File: src/rtl/brainfuck_jumptable_builder.sv
// Pre-run sequencer for brainfuck_cpu. It scans program memory and matches '['/']'
// pairs with an internal stack. It fills the jump-pointer table that the CPU reads
// through jumpptr_addr, and it holds the CPU in reset until that table is valid.
//
// Optional feature: define JUMPTABLE_CLEAR_EN to zero the whole jump table before
// the scan. This costs 2^INST_ADDR_WIDTH extra cycles.
//
// Ports:
//   clk             rising-edge clock
//   rst_i           synchronous active-high reset
//   start           1-cycle build request; honoured only in IDLE/DONE/ERR
//   prog_size       program length in bytes (IAW+1 bits), sampled on start
//   inst_addr       program memory read address (sync RAM, 1-cycle latency)
//   inst_load_data  program byte for the address presented last cycle
//   jt_addr         jump-table write address
//   jt_store_data   jump-table write data
//   jt_we           jump-table write enable
//   busy            build in progress
//   done            table valid; held until start or rst_i
//   error           bracket error; held until start or rst_i
//   error_code      01 unmatched ']', 10 unmatched '[', 11 stack overflow
//   error_addr      address of the offending bracket
//   cpu_rst_n       active-low CPU reset; high only in DONE
module brainfuck_jumptable_builder #(
  parameter int unsigned INST_ADDR_WIDTH = 15,
  parameter int unsigned STACK_DEPTH     = 64,
  parameter int unsigned STACK_PTR_WIDTH = 6
) (
  input  logic                       clk,
  input  logic                       rst_i,
  input  logic                       start,
  input  logic [INST_ADDR_WIDTH:0]   prog_size,
  output logic [INST_ADDR_WIDTH-1:0] inst_addr,
  input  logic [7:0]                 inst_load_data,
  output logic [INST_ADDR_WIDTH-1:0] jt_addr,
  output logic [INST_ADDR_WIDTH-1:0] jt_store_data,
  output logic                       jt_we,
  output logic                       busy,
  output logic                       done,
  output logic                       error,
  output logic [1:0]                 error_code,
  output logic [INST_ADDR_WIDTH-1:0] error_addr,
  output logic                       cpu_rst_n
);

  localparam int unsigned IAW    = INST_ADDR_WIDTH;
  localparam int unsigned SIZE_W = INST_ADDR_WIDTH + 1;
  localparam int unsigned SP_W   = STACK_PTR_WIDTH + 1;

  localparam logic [SIZE_W-1:0] PROG_MAX  = SIZE_W'(1) << INST_ADDR_WIDTH;
  localparam logic [SP_W-1:0]   SP_FULL   = SP_W'(STACK_DEPTH);
  localparam logic [7:0]        CH_OPEN   = 8'h5B;
  localparam logic [7:0]        CH_CLOSE  = 8'h5D;
  localparam logic [1:0]        ERR_CLOSE = 2'b01;
  localparam logic [1:0]        ERR_OPEN  = 2'b10;
  localparam logic [1:0]        ERR_OVF   = 2'b11;

  typedef enum logic [2:0] {
    S_IDLE, S_CLEAR, S_PRIME, S_SCAN, S_PAIR, S_DONE, S_ERR
  } state_e;

  state_e            state_q, state_d;
  logic [SIZE_W-1:0] size_q, size_d;
  logic [SIZE_W-1:0] scan_q, scan_d;
  logic [SP_W-1:0]   sp_q, sp_d;
  logic [IAW-1:0]    pair_q, pair_d;
  logic [1:0]        err_code_q, err_code_d;
  logic [IAW-1:0]    err_addr_q, err_addr_d;
  logic [IAW-1:0]    stack_q [STACK_DEPTH];
  logic              push_c;

  logic              is_open_c, is_close_c, last_c, empty_c;
  logic [IAW-1:0]    tos_c;

  // Byte decode and scan bookkeeping shared by both combinational processes.
  assign is_open_c  = (inst_load_data == CH_OPEN);
  assign is_close_c = (inst_load_data == CH_CLOSE);
  assign last_c     = ((scan_q + SIZE_W'(1)) == size_q);
  assign empty_c    = (sp_q == '0);
  assign tos_c      = stack_q[STACK_PTR_WIDTH'(sp_q - SP_W'(1))];

  // State and datapath registers.
  always_ff @(posedge clk) begin
    if (rst_i) begin
      state_q    <= S_IDLE;
      size_q     <= '0;
      scan_q     <= '0;
      sp_q       <= '0;
      pair_q     <= '0;
      err_code_q <= '0;
      err_addr_q <= '0;
    end else begin
      state_q    <= state_d;
      size_q     <= size_d;
      scan_q     <= scan_d;
      sp_q       <= sp_d;
      pair_q     <= pair_d;
      err_code_q <= err_code_d;
      err_addr_q <= err_addr_d;
    end
  end

  // Bracket stack storage; contents need no reset because sp_q gates every read.
  always_ff @(posedge clk) begin
    if (push_c) begin
      stack_q[sp_q[STACK_PTR_WIDTH-1:0]] <= IAW'(scan_q);
    end
  end

  // Next-state and datapath update.
  always_comb begin
    state_d    = state_q;
    size_d     = size_q;
    scan_d     = scan_q;
    sp_d       = sp_q;
    pair_d     = pair_q;
    err_code_d = err_code_q;
    err_addr_d = err_addr_q;
    push_c     = 1'b0;

    case (state_q)
      S_IDLE, S_DONE, S_ERR: begin
        if (start) begin
          size_d     = (prog_size > PROG_MAX) ? PROG_MAX : prog_size;
          scan_d     = '0;
          sp_d       = '0;
          err_code_d = '0;
          err_addr_d = '0;
`ifdef JUMPTABLE_CLEAR_EN
          state_d    = S_CLEAR;
`else
          state_d    = S_PRIME;
`endif
        end
      end

`ifdef JUMPTABLE_CLEAR_EN
      // scan_q doubles as the clear address; it is rewound before PRIME.
      S_CLEAR: begin
        if (scan_q == (PROG_MAX - SIZE_W'(1))) begin
          scan_d  = '0;
          state_d = S_PRIME;
        end else begin
          scan_d = scan_q + SIZE_W'(1);
        end
      end
`endif

      S_PRIME: begin
        state_d = (size_q == '0) ? S_DONE : S_SCAN;
      end

      S_SCAN: begin
        if (is_open_c) begin
          if (sp_q == SP_FULL) begin
            state_d    = S_ERR;
            err_code_d = ERR_OVF;
            err_addr_d = IAW'(scan_q);
          end else if (last_c) begin
            // A '[' as the final byte can never be closed.
            state_d    = S_ERR;
            err_code_d = ERR_OPEN;
            err_addr_d = IAW'(scan_q);
          end else begin
            push_c = 1'b1;
            sp_d   = sp_q + SP_W'(1);
            scan_d = scan_q + SIZE_W'(1);
          end
        end else if (is_close_c) begin
          if (empty_c) begin
            state_d    = S_ERR;
            err_code_d = ERR_CLOSE;
            err_addr_d = IAW'(scan_q);
          end else begin
            sp_d    = sp_q - SP_W'(1);
            pair_d  = tos_c;
            state_d = S_PAIR;
          end
        end else if (last_c) begin
          if (empty_c) begin
            state_d = S_DONE;
          end else begin
            state_d    = S_ERR;
            err_code_d = ERR_OPEN;
            err_addr_d = tos_c;
          end
        end else begin
          scan_d = scan_q + SIZE_W'(1);
        end
      end

      // The stack has already been popped, so the end-of-program test sees the new depth.
      S_PAIR: begin
        if (last_c) begin
          if (empty_c) begin
            state_d = S_DONE;
          end else begin
            state_d    = S_ERR;
            err_code_d = ERR_OPEN;
            err_addr_d = tos_c;
          end
        end else begin
          scan_d  = scan_q + SIZE_W'(1);
          state_d = S_SCAN;
        end
      end

      default: state_d = S_IDLE;
    endcase
  end

  // Output decode.
  always_comb begin
    inst_addr     = '0;
    jt_addr       = '0;
    jt_store_data = '0;
    jt_we         = 1'b0;
    busy          = 1'b1;
    done          = 1'b0;
    error         = 1'b0;
    cpu_rst_n     = 1'b0;

    case (state_q)
      S_IDLE: busy = 1'b0;
      S_DONE: begin
        busy      = 1'b0;
        done      = 1'b1;
        cpu_rst_n = 1'b1;
      end
      S_ERR: begin
        busy  = 1'b0;
        error = 1'b1;
      end
`ifdef JUMPTABLE_CLEAR_EN
      S_CLEAR: begin
        jt_we   = 1'b1;
        jt_addr = IAW'(scan_q);
      end
`endif
      S_PRIME: inst_addr = '0;
      // ']' entry points just past its matching '['.
      S_SCAN: begin
        inst_addr = IAW'(scan_q + SIZE_W'(1));
        if (is_close_c && !empty_c) begin
          jt_we         = 1'b1;
          jt_addr       = IAW'(scan_q);
          jt_store_data = tos_c + IAW'(1);
        end
      end
      // '[' entry points at its matching ']', so the last address never wraps.
      S_PAIR: begin
        inst_addr     = IAW'(scan_q + SIZE_W'(1));
        jt_we         = 1'b1;
        jt_addr       = pair_q;
        jt_store_data = IAW'(scan_q);
      end
      default: busy = 1'b1;
    endcase
  end

  assign error_code = err_code_q;
  assign error_addr = err_addr_q;

endmodule

File: config.mk
export PLATFORM = sky130hd
export DESIGN_NAME = brainfuck_jumptable_builder
export DESIGN_NICKNAME = d
export VERILOG_FILES = /design/src/rtl/brainfuck_jumptable_builder.sv
export SDC_FILE = /design/constraint.sdc
export NUM_CORES = 1
export LEC_CHECK = 0
export BUFFER_PORTS_ARGS = -buffer_cell sky130_fd_sc_hd__buf_2
export CAP_MARGIN = 15
export CORE_MARGIN = 5
export CORE_UTILIZATION = 40
export CTS_CLUSTER_DIAMETER = 40
export DETAILED_ROUTE_END_ITERATION = 7
export GPL_ROUTABILITY_DRIVEN = 1
export GPL_TIMING_DRIVEN = 0
export PLACE_DENSITY = 0.62
export SLEW_MARGIN = 40
export SYNTH_ARGS = -nofsm -noshare
export SYNTH_HDL_FRONTEND = slang
export SYNTH_SLANG_ARGS = --single-unit
File: constraint.sdc
create_clock -name clk -period 6.1 [get_ports clk]
set_input_delay 0.305 -clock clk [delete_from_list [all_inputs] [get_ports clk]]
set_output_delay 0.305 -clock clk [all_outputs]
set_load 0.05 [all_outputs]
==> results.py, run 1 <==
metrics = {
    "run_status": {
        "status": "finished clean",
    },
    "timing": {
        "slew-limit-headroom_pct": 32.8,
        "hold_violations": 0,
        "worstMarginPinSlew_ns": 0.997,
        "final_max_slew_viol_count": 0,
        "post-route-period-util_pct": 98.7,
        "max_freq_mhz": 166,
        "clock_skew_ns": 0.0477,
        "setup-violations-final": 0,
        "fin_tns_setup_ns": 0,
        "timing.final.crit_period_ns": 6.02,
    },
    "floorplanning": {
        "die_h_um": 335,
        "core_mm2": 0.105,
        "dieArea_mm2": 0.112,
        "ioPinCount": 94,
        "die_x_um": 335,
        "initial_core_util_pct": 40.2,
        "rows": 119,
    },
    "setup_path": {
        "reg2reg_depth": 14,
        "cp_max_fo": 10,
        "cp_data_arrival_time_ns": 5.72,
        "crit_chain": "buf_4 > buf_8 > buf_6 > inv_1 > ha_2 > clkbuf_4 > clkbuf_4 > buf_8 > mux4_2 > mux4_2 > nand2_1 > nand3_4 > ha_1 > inv_1 > nor3_1 > xor2_1 > o22ai_1 > clkbuf_4",
        "cp_common_cell": "clkbuf_4",
        "required_ns": 5.79,
        "startpoint_type": "flip-flop",
        "crit_slowest_cell": "mux4_2",
        "cp_num_buf_inv": 9,
        "path_delay_family": "buffers and inverters",
        "critPathMaxStageDelay_ns": 0.62,
        "critical_path_depth": 18,
        "end_kind": "output pin",
        "path_class": "flip-flop to output pin",
    },
    "synthesis": {
        "avgSynthCellArea_um2": 17.9,
        "syn-instance-count": 2359,
        "synthMuxAreaShare_pct": 14.7,
        "async_flop_share_pct": 0,
        "synthSimpleGateAreaFrac_pct": 5.86,
        "synth_edf_count": 960,
        "ys_seq_area_share_pct": 71.6,
        "synth_cell_types": 84,
        "synth_compound_area_share_pct": 4.20,
        "synth_top_family_by_area": "multiplexers",
        "synth_xor_area_share_pct": 1.24,
        "syn_area_mm2": 0.0423,
        "synth_fp_nets": 2392,
        "synth_fa_ha_area_share_pct": 0.201,
        "synth-main-ff-cell": "edfxtp_1",
        "ys_ff_latch": 1034,
        "ys_warn_count": 0,
    },
    "route": {
        "wirelength_mm": 134,
        "drtIter0Drc": 3491,
        "vias": 25200,
        "drc": 0,
        "antenna_left": 0,
        "detail_route.vias_per_cell": 6.01,
        "routedWlPerCell_um": 32.1,
        "first_pass_iters": 6,
    },
    "power_and_ir_drop": {
        "power.density_mw_per_mm2": 310,
        "ir_worst_vdd_uv": 239,
        "p_leak_uw": 0.0181,
    },
    "global_routing": {
        "grt_pass1_vias": 24600,
        "grt_pass1_wl_mm": 187,
        "grt.overflow.total": 0,
        "met3_usage_pct": 6.15,
        "grt_max_degree": 63,
        "antenna_found_initial": 7,
        "use_met2_pct": 37.2,
        "grt_usage_pct": 23.6,
        "grt-busiest-layer": "met2",
        "met1_usage_pct": 31.1,
    },
    "cts": {
        "cts.sinks": 1034,
        "clk_root_buffer_cell": "clkbuf_16",
        "cts_buffer_depth": 3,
        "cts_buffers": 131,
        "clk_pin_slew_worst_paths_ns": 0.05,
        "clkLatencyLatePin_ns": 0.75,
        "htree_levels": 4,
        "tritoncts": "yes",
    },
    "placed_design": {
        "placedInstanceArea_mm2": 0.0465,
        "place_hpwl_mm": 91.0,
        "io_buffers": 91,
        "place_congestion": 0.938,
    },
    "final_layout": {
        "fin_nets": 2717,
        "final_layout_size_suffix_gt1_share_pct": 31.7,
        "fin_area_mm2": 0.0514,
        "syn2layout_area_growth_pct": 21.4,
    },
    "hold_path": {
        "min_path_type": "input pin to flip-flop",
        "worstHoldPathCells": 4,
    },
    "job": {
        "drv_cap": 0,
    },
}
-- cell families after synthesis --
logic type               Yosys count
adder cells (fa/ha/maj)            7
XOR/XNOR                          52
flip-flops                      1034
AND/OR/NAND/NOR                  527
buffers and inverters            185
multiplexers                     301
AO/OA/AOI/OAI                    253
-- area by class of cell --
| class | instances | area, um^2 |
|---|---|---|
| repair buffers | 192 | 2040 |
| plain buffers | 159 | 1020 |
| clock inverters | 85 | 928 |
| inverters | 26 | 97.6 |
| flip-flops and latches | 1034 | 30400 |
| diodes | 1 | 2.50 |
| fillers | 8649 | 53700 |
| well taps | 1391 | 1740 |
| multi-input cells | 1140 | 11700 |
| clock buffers | 154 | 3440 |
-- synthesized netlist by cell type, drive strengths merged, types with 3 or more instances --
library cell	n	share of area (%)
edfxtp	960	68
mux4	256	14
nand2	209	1.9
nor2	146	1.3
buf	96	1.4
dfxtp	74	3.5
clkbuf	63	0.56
a21oi	58	0.69
o21ai	57	0.68
nand3	44	0.52
mux2i	38	0.90
xnor2	34	0.72
nor3	29	0.41
inv	25	0.22
a22oi	24	0.44
a22o	20	0.41
a32oi	17	0.35
and3	17	0.25
nor4	16	0.34
xor2	15	0.35
nand4	12	0.24
and2	9	0.13
nand3b	9	0.16
o31ai	8	0.17
a221oi	7	0.14
mux2	7	0.19
nor3b	7	0.14
or3	7	0.10
a311oi	6	0.12
ha	6	0.18
nor2b	6	0.089
o2111ai	6	0.12
o221ai	6	0.18
o22ai	6	0.089
a31oi	5	0.074
a32o	5	0.12
nand2b	5	0.074
a21o	4	0.071
o2bb2ai	4	0.083
or4	4	0.071
a211oi	3	0.065
and4	3	0.062
xnor3	3	0.16
-- repair_timing --
item                                   4_1_cts  5_1_grt
setup endpoints to repair                   14       11
pin swaps                                    4        4
endpoints found under the hold margin       15        0
gates resized for setup                     62       27
hold buffers                                15        0
setup buffers                                3        4
-- per-layer routing --
layer | wire [um] | share of wire [%] | vias to the layer above
met3 | 14700 | 11 | 287
met4 | 6310 | 4.7 | 2
li1 | - | - | 10200
met2 | 62800 | 47 | 1632
met5 | 17 | 0.013 | -
met1 | 50500 | 38 | 13000
-- power breakdown --
part | switching, uW | internal [uW] | leakage, uW
Combinational | 388 | 158 | 0.00497
Sequential | 36.7 | 7680 | 0.0110
Clock | 3130 | 4540 | 0.00211
Total | 3560 | 12400 | 0.0181
-- tightest hold or removal path, stage by stage --
cell     delay, ns
buf_2         0.10
nor3b_1       0.14
a21oi_1       0.13
nor2_1        0.05
-- final timing paths --
check	to	startpoint	slack (ns)
worst max register to register	stack_q[52][6]	scan_q[6]	0.58
worst min register to register	error_addr[11]	error_addr[11]	0.47
worst max-delay path	jt_store_data[8]	sp_q[0]	0.08
worst min-delay path	size_q[13]	prog_size[13]	0.04
-- layout by cell type (no fill, tap or decap), types with 15 or more instances in the layout --
cell,count
mux4_2,256
clkbuf_16,134
nand2_1,207
a22o_1,20
dfxtp_4,15
a22oi_1,23
buf_2,126
and3_1,17
clkinv_2,19
dlygate4sd3_1,15
a21oi_1,57
buf_4,44
o21ai_0,41
nor2_1,80
nor2_4,62
nand3_1,39
buf_8,44
clkbuf_1,61
edfxtp_1,960
dfxtp_1,59
nor3_1,25
buf_6,21
buf_12,15
inv_1,25
xnor2_1,32
mux2i_1,37
a32oi_1,16
-- stage by stage --
step / hold WS [ns] / instances / util [%] / worst slack, ns / power (uW)
after floorplan: 0.437 / 2359 / - / 0.924 / 8210
after global placement: 0.447 / 3841 / 42.3 / -2.99 / 8380
after detailed placement: 0.448 / 3920 / 44.2 / -0.607 / 8390
after CTS: 0.0115 / 4177 / 48.8 / 0.0507 / 16000
after global routing: 0.0813 / 4181 / 48.9 / -0.00104 / 16400
final: 0.0443 / 4182 / 48.9 / 0.0776 / 15900
-- sequential cells by signal (all words and copies together) (netlist names) --
signal	count
stack_q	960
scan_q	16
size_q	16
error_addr	15
pair_q	15
sp_q	7
state_q	3
error_code	2
(Power assumes the default switching activity.)
==> inputs of run 2 (changes only) <==
--- a/config.mk
+++ b/config.mk
@@ -8,12 +8,12 @@
 export BUFFER_PORTS_ARGS = -buffer_cell sky130_fd_sc_hd__buf_2
 export CAP_MARGIN = 15
 export CORE_MARGIN = 5
-export CORE_UTILIZATION = 40
+export CORE_UTILIZATION = 48
 export CTS_CLUSTER_DIAMETER = 40
 export DETAILED_ROUTE_END_ITERATION = 7
 export GPL_ROUTABILITY_DRIVEN = 1
 export GPL_TIMING_DRIVEN = 0
-export PLACE_DENSITY = 0.62
+export PLACE_DENSITY = 0.71
 export SLEW_MARGIN = 40
 export SYNTH_ARGS = -nofsm -noshare
 export SYNTH_HDL_FRONTEND = slang
==> run 2 against run 1 <==
- first-iteration DRC count increased by 12%
- highest routed layer is now met4
- via count increased by 0.34%
- sequential share of layout area increased by 0.79 points
- core utilization increased by 9.3 points
- largest power group unchanged
- maximum frequency decreased by 0.88%
- clock skew increased by 0.034 ns
==> results.py, run 2 (same netlist as run 1, synthesis figures left out) <==
metrics = {
    "run_status": {
        "status": "finished clean",
    },
    "timing": {
        "slew-limit-headroom_pct": 44.4,
        "clock_skew_ns": 0.0814,
        "worstMarginPinSlew_ns": 0.832,
        "hold_violations": 0,
        "timing.final.crit_period_ns": 6.08,
        "post-route-period-util_pct": 99.6,
        "setup-violations-final": 0,
        "final_max_slew_viol_count": 0,
        "max_freq_mhz": 165,
    },
    "final_layout": {
        "largest_reg_flops": 960,
        "antenna-diode-count": 0,
        "syn2layout_area_growth_pct": 19.8,
        "fin_nets": 2695,
        "final_layout_size_suffix_gt1_share_pct": 31.6,
        "multi_input_area_mm2": 0.0118,
        "fin_area_mm2": 0.0507,
        "post-route-util_pct": 58.2,
        "final_cell_mix": "edfxtp_1 (960), mux4_2 (256), nand2_1 (207)",
        "fillers": 6283,
        "layout_commonest_cell": "edfxtp_1",
        "regArea_mm2": 0.0304,
    },
    "floorplanning": {
        "initial_core_util_pct": 48.5,
        "core_mm2": 0.0872,
        "die_h_um": 307,
        "die_x_um": 307,
        "ioPinCount": 94,
        "rows": 108,
        "dieArea_mm2": 0.0942,
    },
    "route": {
        "routedWlPerCell_um": 33.1,
        "vias": 25200,
        "antenna_left": 0,
        "detail_route.vias_per_cell": 6.44,
        "wirelength_mm": 130,
        "drc": 0,
        "drtIter0Drc": 3908,
        "first_pass_iters": 6,
    },
    "cts": {
        "cts_buffers": 118,
        "clkLatencyLatePin_ns": 0.74,
        "clk_pin_slew_worst_paths_ns": 0.06,
        "cts_buffer_depth": 3,
        "clk_root_buffer_cell": "clkbuf_16",
        "htree_levels": 3,
        "tritoncts": "yes",
        "cts.sinks": 1034,
    },
    "job": {
        "drv_cap": 0,
    },
    "placed_design": {
        "io_buffers": 91,
        "place_congestion": 0.944,
        "place_hpwl_mm": 87.6,
        "placedInstanceArea_mm2": 0.0461,
    },
    "setup_path": {
        "path_class": "flip-flop to output pin",
        "crit_slowest_cell": "mux4_2",
        "startpoint_type": "flip-flop",
        "critPathMaxStageDelay_ns": 0.59,
        "crit_chain": "buf_4 > buf_8 > buf_12 > inv_1 > ha_2 > clkbuf_4 > buf_8 > mux4_2 > mux4_2 > a22oi_2 > nand3_4 > ha_1 > inv_1 > nor4_4 > buf_4 > xnor2_1 > o21ai_1 > buf_4",
        "r2r-start": "scan_q[0]",
        "cp_common_cell": "buf_4",
        "cp_data_arrival_time_ns": 5.77,
        "critical_path.startpoint": "sp_q[0]",
        "end_kind": "output pin",
        "cp_max_fo": 10,
        "required_ns": 5.79,
    },
    "power_and_ir_drop": {
        "ir_worst_vdd_uv": 303,
        "power.density_mw_per_mm2": 305,
        "p_leak_uw": 0.0179,
        "power_uw": 15500,
    },
    "global_routing": {
        "grt_pass1_vias": 25100,
        "grt.overflow.total": 0,
        "grt_pass1_wl_mm": 184,
        "grt_usage_pct": 27.3,
        "antenna_found_initial": 2,
        "grt_max_degree": 65,
    },
    "hold_path": {
        "min_path_type": "input pin to flip-flop",
        "hold_start": "prog_size[15]",
    },
}
-- run 2: changes by cell type in the layout (fill, tap and decap cells not counted), moves of 3 or more --
cell / delta
a22oi_1: -3
a22oi_2: +3
buf_16: -4
buf_2: +3
buf_6: -4
clkbuf_1: -7
clkbuf_16: -15
clkbuf_8: +5
clkinv_1: +5
clkinvlp_4: -4
dlygate4sd3_1: -5
inv_8: -3
o21ai_0: +3
o21ai_1: -3
-- run 2: timing repair --
item | CTS | global route
setup endpoints to repair | 22 | 9
pin swaps | 6 | 5
hold endpoints to repair | 10 | 0
resized for setup | 69 | 22
hold buffers | 10 | 0
setup buffers | 4 | 4
gates cloned | 0 | 0
-- run 2: final cells by class --
class	instances	share of cell area [%]
flip-flops and latches	1034	59.9
inverters	26	0.193
clock buffers	140	6.17
well taps	1155	2.85
repair buffers	183	3.73
plain buffers	159	1.99
multi-input cells	1140	23.3
clock inverters	84	1.86
-- run 2: where the power goes --
part | internal (uW) | leakage [uW] | switching [uW] | total [uW]
sequential | 7680 | 0.0110 | 41.8 | 7720
clock | 4230 | 0.00198 | 3000 | 7220
combinational | 155 | 0.00491 | 377 | 532
-- run 2: worst paths after layout --
check | endpoint | slack [ns] | cells after the start
worst max-delay path | jt_store_data[10] | 0.02 | 18
worst min-delay path | size_q[15] | 0.06 | 3
worst max register to register | stack_q[62][14] | 0.39 | 12
worst min register to register | pair_q[13] | 0.46 | 2
-- run 2: critical path: cells and delay by family (launching register included) --
kind,cells,cell delay (ns)
simple gates,2,0.32
mux,2,0.92
flops,1,0.43
buf+inv,9,1.81
xor+xnor,1,0.12
fa+ha+maj,2,0.76
compound gates,2,0.65
-- run 2: per-layer routing --
| metal | GRT usage, % | part of all wire, % |
|---|---|---|
| met1 | 36.0 | 35 |
| met4 | 13.6 | 6.1 |
| met5 | 0 | 0 |
| met2 | 42.3 | 46 |
| met3 | 7.81 | 12 |
-- run 2: metrics by stage --
step           std cells  setup WS (ns)  hold slack (ns)  TNS (ns)
2_1_floorplan       2359          0.924            0.437         0
3_3_place_gp        3605          -2.33            0.447  -1411.42
3_5_place_dp        3678          -1.12            0.452     -8.09
4_1_cts             3916         0.0441           0.0307         0
5_1_grt             3921       -0.00342           0.0569  -0.00438
6_report            3921         0.0245           0.0567         0
